**src/rtl/parking_pkg.sv**
```systemverilog
// Shared constants, request-status encoding and the saturating bill multiply
// used by the parking billing controller.
package parking_pkg;

  localparam int DEF_RATE_STD = 10;
  localparam int DEF_RATE_CHG = 19;

  typedef enum logic [1:0] {
    ACCEPT    = 2'd0,
    ERR_OCC   = 2'd1,
    ERR_EMPTY = 2'd2,
    ERR_RANGE = 2'd3
  } req_status_t;

  // Full 64-bit product, clamped to the largest value a bill_w-bit bill can hold.
  function automatic logic [63:0] sat_mul(input logic [31:0] dur,
                                          input logic [31:0] rate,
                                          input int unsigned bill_w);
    logic [63:0] prod;
    logic [63:0] lim;
    prod = {32'd0, dur} * {32'd0, rate};
    lim  = (bill_w >= 64) ? '1 : ((64'd1 << bill_w) - 64'd1);
    return (prod > lim) ? lim : prod;
  endfunction

endpackage

```
**src/rtl/parking_time_base.sv**
```systemverilog
// Time base: prescaler dividing clk by TICK_DIV, driving a wrapping time counter.
module parking_time_base #(
  parameter int TIME_W   = 16,
  parameter int TICK_DIV = 1
) (
  input  logic              clk,
  input  logic              rst,
  output logic [TIME_W-1:0] time_now,
  output logic              tick
);

  localparam int PW = (TICK_DIV > 1) ? $clog2(TICK_DIV) : 1;

  logic [PW-1:0] presc;

  assign tick = (presc == PW'(TICK_DIV - 1));

  always_ff @(posedge clk) begin
    if (rst) begin
      presc    <= '0;
      time_now <= '0;
    end else if (tick) begin
      presc    <= '0;
      time_now <= time_now + TIME_W'(1);
    end else begin
      presc    <= presc + PW'(1);
    end
  end

endmodule

```
**src/rtl/parking_billing_ctrl.sv**
```systemverilog
// Parking-lot controller: per-slot occupancy and entry timestamps, exit billing
// with wrap-safe durations and saturation, error pulses and free-slot count.
module parking_billing_ctrl
  import parking_pkg::*;
#(
  parameter int NUM_SLOTS = 16,
  parameter int SLOT_W    = 4,
  parameter int TIME_W    = 16,
  parameter int TICK_DIV  = 1,
  parameter int BILL_W    = 24,
  parameter int RATE_STD  = DEF_RATE_STD,
  parameter int RATE_CHG  = DEF_RATE_CHG
) (
  input  logic              clk,
  input  logic              rst,
  input  logic              entry_req,
  input  logic [SLOT_W-1:0] entry_slot,
  input  logic              want_charge,
  input  logic              exit_req,
  input  logic [SLOT_W-1:0] exit_slot,
  output logic [TIME_W-1:0] entry_time,
  output logic [TIME_W-1:0] exit_time,
  output logic [BILL_W-1:0] total_bill,
  output logic              bill_valid,
  output logic              err_occupied,
  output logic              err_empty,
  output logic              err_range,
  output logic [SLOT_W:0]   free_count,
  output logic              full
);

  // Storage covers the whole index space so any slot value indexes safely;
  // entries at or above NUM_SLOTS are never written.
  localparam int DEPTH = 1 << SLOT_W;

  logic [DEPTH-1:0]  occ;
  logic [DEPTH-1:0]  chg;
  logic [TIME_W-1:0] ts [DEPTH];

  logic [TIME_W-1:0] time_now;
  logic              tick_unused;

  parking_time_base #(
    .TIME_W   (TIME_W),
    .TICK_DIV (TICK_DIV)
  ) u_time_base (
    .clk      (clk),
    .rst      (rst),
    .time_now (time_now),
    .tick     (tick_unused)
  );

  req_status_t       ent_st;
  req_status_t       ext_st;
  logic              ent_ok;
  logic              ext_ok;
  logic [TIME_W-1:0] dur;
  logic [31:0]       rate;
  logic [BILL_W-1:0] bill;
  logic [SLOT_W:0]   free_nxt;

  always_comb begin
    ent_st   = ACCEPT;
    ext_st   = ACCEPT;
    if (32'(exit_slot) >= NUM_SLOTS)
      ext_st = ERR_RANGE;
    else if (!occ[exit_slot])
      ext_st = ERR_EMPTY;
    ext_ok = exit_req && (ext_st == ACCEPT);

    // A same-slot exit in this cycle frees the slot for the simultaneous entry.
    if (32'(entry_slot) >= NUM_SLOTS)
      ent_st = ERR_RANGE;
    else if (occ[entry_slot] && !(ext_ok && (exit_slot == entry_slot)))
      ent_st = ERR_OCC;
    ent_ok = entry_req && (ent_st == ACCEPT);

    dur  = time_now - ts[exit_slot];
    rate = chg[exit_slot] ? 32'(RATE_CHG) : 32'(RATE_STD);
    bill = BILL_W'(sat_mul(32'(dur), rate, BILL_W));

    free_nxt = free_count;
    if (ext_ok)
      free_nxt = free_nxt + (SLOT_W+1)'(1);
    if (ent_ok)
      free_nxt = free_nxt - (SLOT_W+1)'(1);
  end

  always_ff @(posedge clk) begin
    if (rst) begin
      occ          <= '0;
      chg          <= '0;
      entry_time   <= '0;
      exit_time    <= '0;
      total_bill   <= '0;
      bill_valid   <= 1'b0;
      err_occupied <= 1'b0;
      err_empty    <= 1'b0;
      err_range    <= 1'b0;
      free_count   <= (SLOT_W+1)'(NUM_SLOTS);
    end else begin
      bill_valid   <= ext_ok;
      err_occupied <= entry_req && (ent_st == ERR_OCC);
      err_empty    <= exit_req && (ext_st == ERR_EMPTY);
      err_range    <= (entry_req && (ent_st == ERR_RANGE)) ||
                      (exit_req && (ext_st == ERR_RANGE));
      if (ext_ok) begin
        occ[exit_slot] <= 1'b0;
        chg[exit_slot] <= 1'b0;
        exit_time      <= time_now;
        total_bill     <= bill;
      end
      // Entry is applied after exit so a same-slot swap leaves the slot occupied.
      if (ent_ok) begin
        occ[entry_slot] <= 1'b1;
        chg[entry_slot] <= want_charge;
        entry_time      <= time_now;
      end
      free_count <= free_nxt;
    end
  end

  always_ff @(posedge clk) begin
    if (!rst && ent_ok)
      ts[entry_slot] <= time_now;
  end

  assign full = (free_count == '0);

endmodule

```
**config.mk**
```make
export PLATFORM = sky130hd
export DESIGN_NAME = parking_billing_ctrl
export DESIGN_NICKNAME = d
export VERILOG_FILES = /design/src/rtl/parking_pkg.sv /design/src/rtl/parking_time_base.sv /design/src/rtl/parking_billing_ctrl.sv
export SDC_FILE = /design/constraint.sdc
export NUM_CORES = 1
export LEC_CHECK = 0
export CAP_MARGIN = 20
export CORE_ASPECT_RATIO = 1.75
export CORE_MARGIN = 5
export CORE_UTILIZATION = 30
export CTS_CLUSTER_DIAMETER = 80
export CTS_CLUSTER_SIZE = 14
export DETAILED_ROUTE_END_ITERATION = 16
export GPL_TIMING_DRIVEN = 0
export PLACE_DENSITY = 0.58
export SYNTH_ARGS = -nofsm -noshare
export SYNTH_HDL_FRONTEND = slang
export SYNTH_SLANG_ARGS = --single-unit
```
**constraint.sdc**
```tcl
create_clock -name clk -period 8 [get_ports clk]
set_clock_uncertainty 0.05 [all_clocks]
set_input_delay 1.6 -clock clk [delete_from_list [all_inputs] [get_ports clk]]
set_output_delay 1.6 -clock clk [all_outputs]
set_load 0.02 [all_outputs]
```
==> results.cfg, run 1 <==
[synthesis]
synth.avg_cell_area_um2 = 13.47
postSynthCellCount = 1248
yosysWarnings = 0
synth_seq_cells = 366
yosysUniqueCellTypes = 61
synth-main-ff-cell = edfxtp_1
yosysSeqAreaShare_pct = 58.81
async_flop_share_pct = 0
syn_area_mm2 = 0.01682
synth-edff-count = 256

[setup_path]
crit_top_cell = a21oi_1
cp_top_family = compound AO/OA/AOI/OAI gates
worstSetupPathType = input pin to register
critical_path_required_ns = 8.39
worstPathArrival_ns = 8.13
slowest_delay_ns = 0.59
endpoint_kind = register
startpoint_type = input pin
crit_buf_inv = 7
slowest_stage = clkdlybuf4s50_1
cp_max_fo = 10

[cells_and_area]
instances_no_fill = 2099
area_growth_syn_to_layout_pct = 17.54
final_cell_mix = 256 x edfxtp_1, 153 x nand2_1, 110 x dfxtp_1, 96 x a21oi_1, 91 x mux4_2
nNetsFinal = 1469
drive_gt1_share_pct = 15.54
final_common_cell = edfxtp_1
stdcell_area_mm2 = 0.01977
antenna_cells = 0

[drt]
first_pass_iters = 7
drtAntennaViolNets = 0
num_vias = 10722
wl_um = 45850
wl_per_cell_um = 21.84
vias_per_cell = 5.108
drtIter0Drc = 695
drc_errors = 0

[clock_network]
numCtsBuffers = 30
cts_tree = yes
post_cts_buffers = 0
cts_root_buf = clkbuf_16
clk_path_buf_depth = 3
clock-sinks = 366
clk_latency_ns = 0.58
cts.htree.levels = 1
clk_pin_slew_ns = 0.07

[timing]
final-setup-viol-count = 0
fmax_ghz = 0.1291
setup_tns_ns = 0
fin_crit_ns = 7.747
worst_pin_slew_ns = 1.113
rsz0062_at_grt = no
period_share_pct = 96.84
hold_viol = 0
slew_headroom_pct = 25.71
maxSlewViolCount = 0

[global_routing]
grt_usage_pct = 14.90
grt_util_met1_pct = 15.52
overflow = 0
antenna_found_initial = 0
grt_pass1_wl_um = 69410
met3_usage_pct = 1.889
grt_max_degree = 24
use_met2_pct = 29.14
top_usage_layer = met2
grt_pass1_vias = 11350

[power_and_ir_drop]
p_per_area_mw_per_mm2 = 209.4
pwr-share-seq_pct = 49.4
p_sw_share_pct = 26.47
leakagePower_nw = 6.908
switchingPower_mw = 1.095
power_frac_comb_pct = 17.1
clkPwrFrac_pct = 33.5
ir_drop_mv = 0.1663
p_int_mw = 3.043

[placement]
hpwl_um = 34120
gp_congestion = 0.9001
place_area_mm2 = 0.01878
dp.cells = 2046
port_buffers = 72

[flow_run]
drv_cap = 0

[floorplanning]
design.die.area_mm2 = 0.06108
io_pins = 79
initial_core_util_pct = 30.39
die_x_um = 189.0
die_y_um = 323.2
core_area_mm2 = 0.05534
rows = 114

[status]
status = completed

[worst_hold_path]
hold_path.class = register to register
[path summary, 6_finish.rpt]
check / startpoint / to / slack (ns) / depth (start not counted)
worst max register to register: ts[11][0]$_DFFE_PP_ / total_bill[19]$_SDFFE_PP0P_ / 2.16 / 24
worst max-delay path: exit_slot[3] / total_bill[19]$_SDFFE_PP0P_ / 0.25 / 27
worst min register to register: total_bill[8]$_SDFFE_PP0P_ / total_bill[8]$_SDFFE_PP0P_ / 0.40 / 2
worst min-delay path: total_bill[8]$_SDFFE_PP0P_ / total_bill[8]$_SDFFE_PP0P_ / 0.40 / 2
[power by group through the flow]
| stage | clock network (mW) | registers [mW] | logic [mW] |
|---|---|---|---|
| 3_3_place_gp | 0 | 2.09 | 0.686 |
| 2_1_floorplan | 0 | 2.09 | 0.504 |
| 5_1_grt | 1.48 | 2.05 | 0.791 |
| 4_1_cts | 1.42 | 2.05 | 0.705 |
| 6_report | 1.39 | 2.05 | 0.706 |
| 3_5_place_dp | 0 | 2.09 | 0.695 |
[stage by stage]
stage	power [mW]	util (%)	setup WS, ns	hold WS, ns
after CTS	4.168	35.60	0.01889	0.4014
after global routing	4.319	35.72	0.02535	0.4153
final	4.138	35.72	0.2528	0.3991
after floorplan	2.594	-	0.4685	0.3915
after detailed placement	2.783	33.93	-1.629	0.3921
after global placement	2.773	33.31	-1.531	0.3899
[per-layer routing]
metal	up-vias	routed length, um
met2	335	25020
met4	0	2749
met5	-	0
met3	125	2063
met1	5363	16020
li1	4899	-
[worst min-delay path: stages, from the launching register on]
cell	delay [ns]
dfxtp_1	0.31
nand2_1	0.05
a21oi_1	0.05
[cell type report]
type                            count  area (um2)
Multi-Input combinational cell    746        6449
Clock buffer                       51       850.8
Tap cell                          696       870.8
Inverter                           76       285.3
Sequential cell                   366        9889
Clock inverter                      1       16.27
Buffer                             67       379.1
Fill cell                        5296       35580
Timing Repair Buffer               96        1026
[flip-flops by register name, summed over array words and instances (netlist names)]
| register | count |
|---|---|
| chg | 16 |
| occ | 16 |
| free_count | 5 |
| entry_time | 16 |
| ts | 256 |
| total_bill | 21 |
| bill_valid | 1 |
| u_time_base.presc | 1 |
| exit_time | 16 |
| err_occupied | 1 |
| u_time_base.time_now | 16 |
| err_empty | 1 |
[cell families after synthesis]
logic type      after synthesis  synth area share, %
mux                         101                13.09
buf+inv                     143                3.594
xor+xnor                     50                2.604
simple gates                317                8.735
flops                       366                58.81
fa+ha+maj                    73                6.146
compound gates              197                7.002
other cells                   1              0.02230
[cells in the mapped netlist (5+ instances only)]
cell        n  share of area [%]
a21o_1     12               0.54
xnor2_1    23                1.2
a211oi_1    6               0.27
and2_1      9               0.33
o21ai_0    39                1.2
mux4_2     91                 12
buf_4       5               0.22
ha_1       57                4.2
buf_1      10               0.22
nor3_1     18               0.54
o31ai_1     5               0.22
a21oi_1    96                2.9
xor2_1     27                1.4
buf_2       9               0.27
mux2i_1     5               0.30
clkbuf_1   38               0.85
buf_6       5               0.33
o211ai_1    6               0.27
nand3_1    23               0.68
fa_1       16                1.9
dfxtp_1   110                 13
or3_1       5               0.19
nand2_1   153                3.4
and3_1      9               0.33
nand2b_1   11               0.41
nor2b_1     7               0.26
inv_1      76                1.7
edfxtp_1  256                 46
nor2_1     42               0.94
nand4_1    22               0.82
[timing repair]
action                     4_1_cts  5_1_grt
gates cloned                     0        0
hold buffers                     0        0
setup endpoints to repair       12        6
gates resized for setup         39       15
Note: power is estimated with default switching activity, not from simulation.
==> run 2: changes to the inputs <==
--- a/config.mk
+++ b/config.mk
@@ -6,6 +6,8 @@
 export NUM_CORES = 1
 export LEC_CHECK = 0
 export CAP_MARGIN = 20
+export CELL_PAD_IN_SITES_DETAIL_PLACEMENT = 0
+export CELL_PAD_IN_SITES_GLOBAL_PLACEMENT = 2
 export CORE_ASPECT_RATIO = 1.75
 export CORE_MARGIN = 5
 export CORE_UTILIZATION = 30
@@ -13,7 +15,7 @@
 export CTS_CLUSTER_SIZE = 14
 export DETAILED_ROUTE_END_ITERATION = 16
 export GPL_TIMING_DRIVEN = 0
-export PLACE_DENSITY = 0.58
+export PLACE_DENSITY = 0.72
 export SYNTH_ARGS = -nofsm -noshare
 export SYNTH_HDL_FRONTEND = slang
 export SYNTH_SLANG_ARGS = --single-unit
==> results.cfg, run 2 (synthesized netlist as in run 1, its figures left out) <==
[global_routing]
antenna_found_initial = 0
grt_pass1_vias = 11187
grt_usage_pct = 15.53
overflow = 0
grt_pass1_wl_um = 70990
grt_max_degree = 24

[cells_and_area]
antenna_cells = 0
largest_reg_flops = 256
largest_registers = ts: 256 flops, total_bill: 21 flops
regMostFlops = ts
drive_gt1_share_pct = 15.78
final_cell_mix = 256 x edfxtp_1, 153 x nand2_1, 110 x dfxtp_1, 96 x a21oi_1, 91 x mux4_2
nNetsFinal = 1471
area_growth_syn_to_layout_pct = 17.75
final_common_cell = edfxtp_1
stdcell_area_mm2 = 0.01980

[timing]
final-setup-viol-count = 0
maxSlewViolCount = 0
slew_headroom_pct = 27.07
fmax_ghz = 0.1310
hold_viol = 0
worst_slack_ns = 0.3642
whs_ns = 0.4036
setup_tns_ns = 0
rsz0062_at_grt = no
fin_crit_ns = 7.636
worst_pin_slew_ns = 1.093
period_share_pct = 95.45

[drt]
drtIter0Drc = 674
drc_errors = 0
drtAntennaViolNets = 0
first_pass_iters = 5
wl_um = 47910
vias_per_cell = 5.049
num_vias = 10617
wl_per_cell_um = 22.78

[setup_path]
ff2ff_path_depth = 24
rr_startpoint = ts[0][0]$_DFFE_PP_
cp_top_family = compound AO/OA/AOI/OAI gates
slowest_delay_ns = 0.61
startpoint_type = input pin
crit_top_cell = a21oi_1
critical_path_required_ns = 8.35
critPathCapture = total_bill[19]$_SDFFE_PP0P_
regToRegSetupSlack_ns = 2.10
endpoint_kind = register
slowest_stage = clkdlybuf4s50_1
worstPathArrival_ns = 7.99
cp.depth = 27
crit_path_start = exit_slot[3]
worstSetupPathType = input pin to register
cp_max_fo = 10
worstReg2RegEnd = total_bill[19]$_SDFFE_PP0P_
crit_buf_inv = 7

[floorplanning]
core_area_mm2 = 0.05534
io_pins = 79
design.die.area_mm2 = 0.06108
rows = 114
die_x_um = 189.0
die_y_um = 323.2
initial_core_util_pct = 30.39

[power_and_ir_drop]
total_power_mw = 4.133
leakagePower_nw = 6.914
p_sw_share_pct = 26.34
p_int_mw = 3.045
p_per_area_mw_per_mm2 = 208.8
pwr-share-seq_pct = 49.5
switchingPower_mw = 1.089
clkPwrFrac_pct = 33.4
power_frac_comb_pct = 17.1
ir_drop_mv = 0.2040

[worst_hold_path]
hold_path.class = register to register

[clock_network]
clk_pin_slew_ns = 0.07
clk_latency_ns = 0.57
cts_root_buf = clkbuf_16
cts_tree = yes
numCtsBuffers = 30
cts.htree.levels = 1
clk_path_buf_depth = 3
clock-sinks = 366

[status]
status = completed

[placement]
gp_congestion = 0.8406
hpwl_um = 35980
port_buffers = 72
place_area_mm2 = 0.01880
place_ws_ns = -1.699

[flow_run]
drv_cap = 0
[run 2: worst min path at each step]
stage,startpoint,to,depth (start not counted)
final,exit_time[15]$_SDFFE_PP0P_,exit_time[15]$_SDFFE_PP0P_,2
after floorplan,occ[10]$_SDFF_PP0_,occ[10]$_SDFF_PP0_,2
after CTS,total_bill[5]$_SDFFE_PP0P_,total_bill[5]$_SDFFE_PP0P_,2
after global routing,exit_time[8]$_SDFFE_PP0P_,exit_time[8]$_SDFFE_PP0P_,2
after detailed placement,total_bill[5]$_SDFFE_PP0P_,total_bill[5]$_SDFFE_PP0P_,2
after global placement,total_bill[14]$_SDFFE_PP0P_,total_bill[14]$_SDFFE_PP0P_,2
[run 2: timing repair]
item | 4_1_cts | 5_1_grt
hold endpoints to repair | 0 | 0
buffers inserted | 0 | 0
endpoints found under the setup margin | 13 | 6
hold buffers | 0 | 0
resized for setup | 43 | 24
[run 2: worst min-delay path: cells and delay by family (launching register included)]
kind / cells / cell delay [ns]
DFF: 1 / 0.31
and+or+nand+nor: 1 / 0.05
AOI/OAI and AO/OA: 1 / 0.05
[run 2: layout make-up]
cell class	count	area [um2]
flip-flops and latches	366	9889
plain buffers	67	394.1
well taps	696	870.8
multi-input cells	746	6449
repair buffers	98	1040
clock buffers	52	854.6
inverters	76	285.3
fillers	5359	35540
clock inverters	2	17.52
[run 2: power by group through the flow]
stage	sequential, mW	combinational [mW]	clock, mW
2_1_floorplan	2.09	0.504	0
3_3_place_gp	2.09	0.700	0
3_5_place_dp	2.09	0.707	0
4_1_cts	2.04	0.716	1.43
5_1_grt	2.05	0.801	1.49
6_report	2.04	0.709	1.38
[run 2: per-layer routing]
metal / global-route usage (%) / up-vias / part of all wire, %
met4: 5.801 / 0 / 3.7
met5: 0 / - / 0
li1: - / 4902 / -
met1: 16.64 / 5360 / 36
met3: 1.997 / 81 / 4.1
met2: 30.68 / 274 / 56
[run 2: stage by stage]
step,instances,utilization (%)
floorplan,1255,-
global route,2103,35.78
finish,2103,35.78
CTS,2102,35.66
detailed placement,2048,33.97
global placement,2023,33.31
==> run 3: changes to the inputs <==
--- a/config.mk
+++ b/config.mk
@@ -11,7 +11,7 @@
 export CORE_ASPECT_RATIO = 1.75
 export CORE_MARGIN = 5
 export CORE_UTILIZATION = 30
-export CTS_CLUSTER_DIAMETER = 80
+export CTS_CLUSTER_DIAMETER = 150
 export CTS_CLUSTER_SIZE = 14
 export DETAILED_ROUTE_END_ITERATION = 16
 export GPL_TIMING_DRIVEN = 0
==> constraint.sdc (replaced) <==
create_clock -name clk -period 6.45 [get_ports clk]
set_clock_uncertainty 0.05 [all_clocks]
set_input_delay 1.29 -clock clk [delete_from_list [all_inputs] [get_ports clk]]
set_output_delay 1.29 -clock clk [all_outputs]
set_load 0.02 [all_outputs]
==> results.cfg, run 3 (synthesized netlist as in run 1, its figures left out) <==
[drt]
wl_per_cell_um = 22.53
num_vias = 10736
first_pass_iters = 5
wl_um = 48240
drtIter0Drc = 800
drtAntennaViolNets = 0
drc_errors = 0
vias_per_cell = 5.014

[setup_path]
ff2ff_path_depth = 24
crit_path_start = exit_slot[0]
critical_path_required_ns = 6.87
regToRegSetupSlack_ns = 0.81
cp_top_family = adder cells
rr_startpoint = ts[10][0]$_DFFE_PP_
slowest_delay_ns = 0.57
endpoint_kind = register
startpoint_type = input pin
cp.depth = 27
worstSetupPathType = input pin to register
worstReg2RegEnd = total_bill[18]$_SDFFE_PP0P_
critPathCapture = total_bill[18]$_SDFFE_PP0P_
cp_max_fo = 6
worstPathArrival_ns = 6.82
crit_buf_inv = 7
slowest_stage = mux4_2

[timing]
maxSlewViolCount = 0
fin_crit_ns = 6.402
worst_pin_slew_ns = 1.129
fmax_ghz = 0.1562
whs_ns = 0.4016
period_share_pct = 99.26
slew_headroom_pct = 24.63
rsz0062_at_grt = yes
final-setup-viol-count = 0
hold_viol = 0

[clock_network]
clock-sinks = 366
cts_root_buf = clkbuf_16
clk_pin_slew_ns = 0.07
cts-hold-fix-buffers = 0
clk_path_buf_depth = 3
numCtsBuffers = 30
cts_tree = yes
clk_latency_ns = 0.58
cts.htree.levels = 1

[power_and_ir_drop]
switchingPower_mw = 1.452
total_power_mw = 5.359
p_per_area_mw_per_mm2 = 257.7
p_int_mw = 3.907
clkPwrFrac_pct = 32.1
ir_drop_mv = 0.1787
pwr-share-seq_pct = 47.3
p_sw_share_pct = 27.09
power_frac_comb_pct = 20.6
leakagePower_nw = 7.276

[placement]
port_buffers = 72
hpwl_um = 35420
gp_congestion = 0.8337
dp.cells = 2046

[cells_and_area]
regMostFlops = ts
largest_registers = ts: 256 flops, total_bill: 21 flops
fillers = 5302
instances_no_fill = 2141
final_cell_mix = 256 x edfxtp_1, 150 x nand2_1, 110 x dfxtp_1, 91 x mux4_2, 78 x a21oi_1
area_growth_syn_to_layout_pct = 23.69
largest_reg_flops = 256
multi_input_area_mm2 = 0.006910
regArea_mm2 = 0.009889
drive_gt1_share_pct = 22.98
antenna_cells = 0
nNetsFinal = 1509
final_common_cell = edfxtp_1

[worst_hold_path]
hold_path.class = register to register

[global_routing]
antenna_found_initial = 0
grt_max_degree = 24
top_usage_layer = met2
overflow = 0
grt_pass1_wl_um = 72050
grt_util_met1_pct = 16.32
met3_usage_pct = 1.252
use_met2_pct = 32.72
grt_pass1_vias = 11395
grt_usage_pct = 15.62

[floorplanning]
initial_core_util_pct = 30.39
design.die.area_mm2 = 0.06108
core_area_mm2 = 0.05534
io_pins = 79
die_y_um = 323.2
die_x_um = 189.0
rows = 114

[flow_run]
drv_cap = 0

[status]
status = completed
[run 3: final cells by class]
cell class,count,share of cell area [%]
multi-input combinational,746,33.22
tap,696,4.187
clock buffer,53,4.127
sequential,366,47.55
inverter,76,1.372
timing repair buffer,137,6.659
buffer,66,2.809
clock inverter,1,0.07820
[run 3: power by group through the flow]
stage / clock (mW) / combinational, mW / sequential (mW)
3_5_place_dp: 0 / 0.933 / 2.59
6_report: 1.72 / 1.10 / 2.54
2_1_floorplan: 0 / 0.677 / 2.59
4_1_cts: 1.77 / 1.03 / 2.54
5_1_grt: 1.85 / 1.21 / 2.54
3_3_place_gp: 0 / 0.930 / 2.59
[run 3: worst min-delay path by stage]
stage                                start                          end  slack [ns]  cells past startpoint
4_1_cts         total_bill[8]$_SDFFE_PP0P_   total_bill[8]$_SDFFE_PP0P_        0.41                      2
3_3_place_gp   total_bill[11]$_SDFFE_PP0P_  total_bill[11]$_SDFFE_PP0P_        0.39                      2
6_report        total_bill[8]$_SDFFE_PP0P_   total_bill[8]$_SDFFE_PP0P_        0.40                      2
3_5_place_dp   total_bill[12]$_SDFFE_PP0P_  total_bill[12]$_SDFFE_PP0P_        0.40                      2
2_1_floorplan           occ[10]$_SDFF_PP0_           occ[10]$_SDFF_PP0_        0.39                      2
5_1_grt          exit_time[4]$_SDFFE_PP0P_    exit_time[4]$_SDFFE_PP0P_        0.42                      2
[run 3: through the flow]
step                setup TNS (ns)  setup WS (ns)  utilization (%)  area (um2)
global placement           -182.85         -2.235            33.74       18680
CTS                              0       0.003800            36.93       20440
global route               -0.3382        -0.1218            37.58       20800
finish                           0        0.04778            37.58       20800
floorplan                        0        0.01797                -       17080
detailed placement          -26.63         -2.192            34.41       19040
[run 3: metal layers]
| metal | vias up | wire (um) |
|---|---|---|
| li1 | 4982 | - |
| met4 | 0 | 1318 |
| met3 | 65 | 1423 |
| met5 | - | 0 |
| met2 | 251 | 28550 |
| met1 | 5438 | 16940 |
[run 3: repair_timing]
| item | 4_1_cts | 5_1_grt |
|---|---|---|
| setup buffers | 25 | 16 |
| pin swaps | 36 | 31 |
| setup endpoints to repair | 17 | 9 |
| resized for setup | 81 | 54 |
[run 3: tightest hold or removal path: cells and delay by family, from the launching register on]
kind             cells  cell delay (ns)
AND/OR/NAND/NOR      1             0.05
AO/OA/AOI/OAI        1             0.05
flip-flops           1             0.31
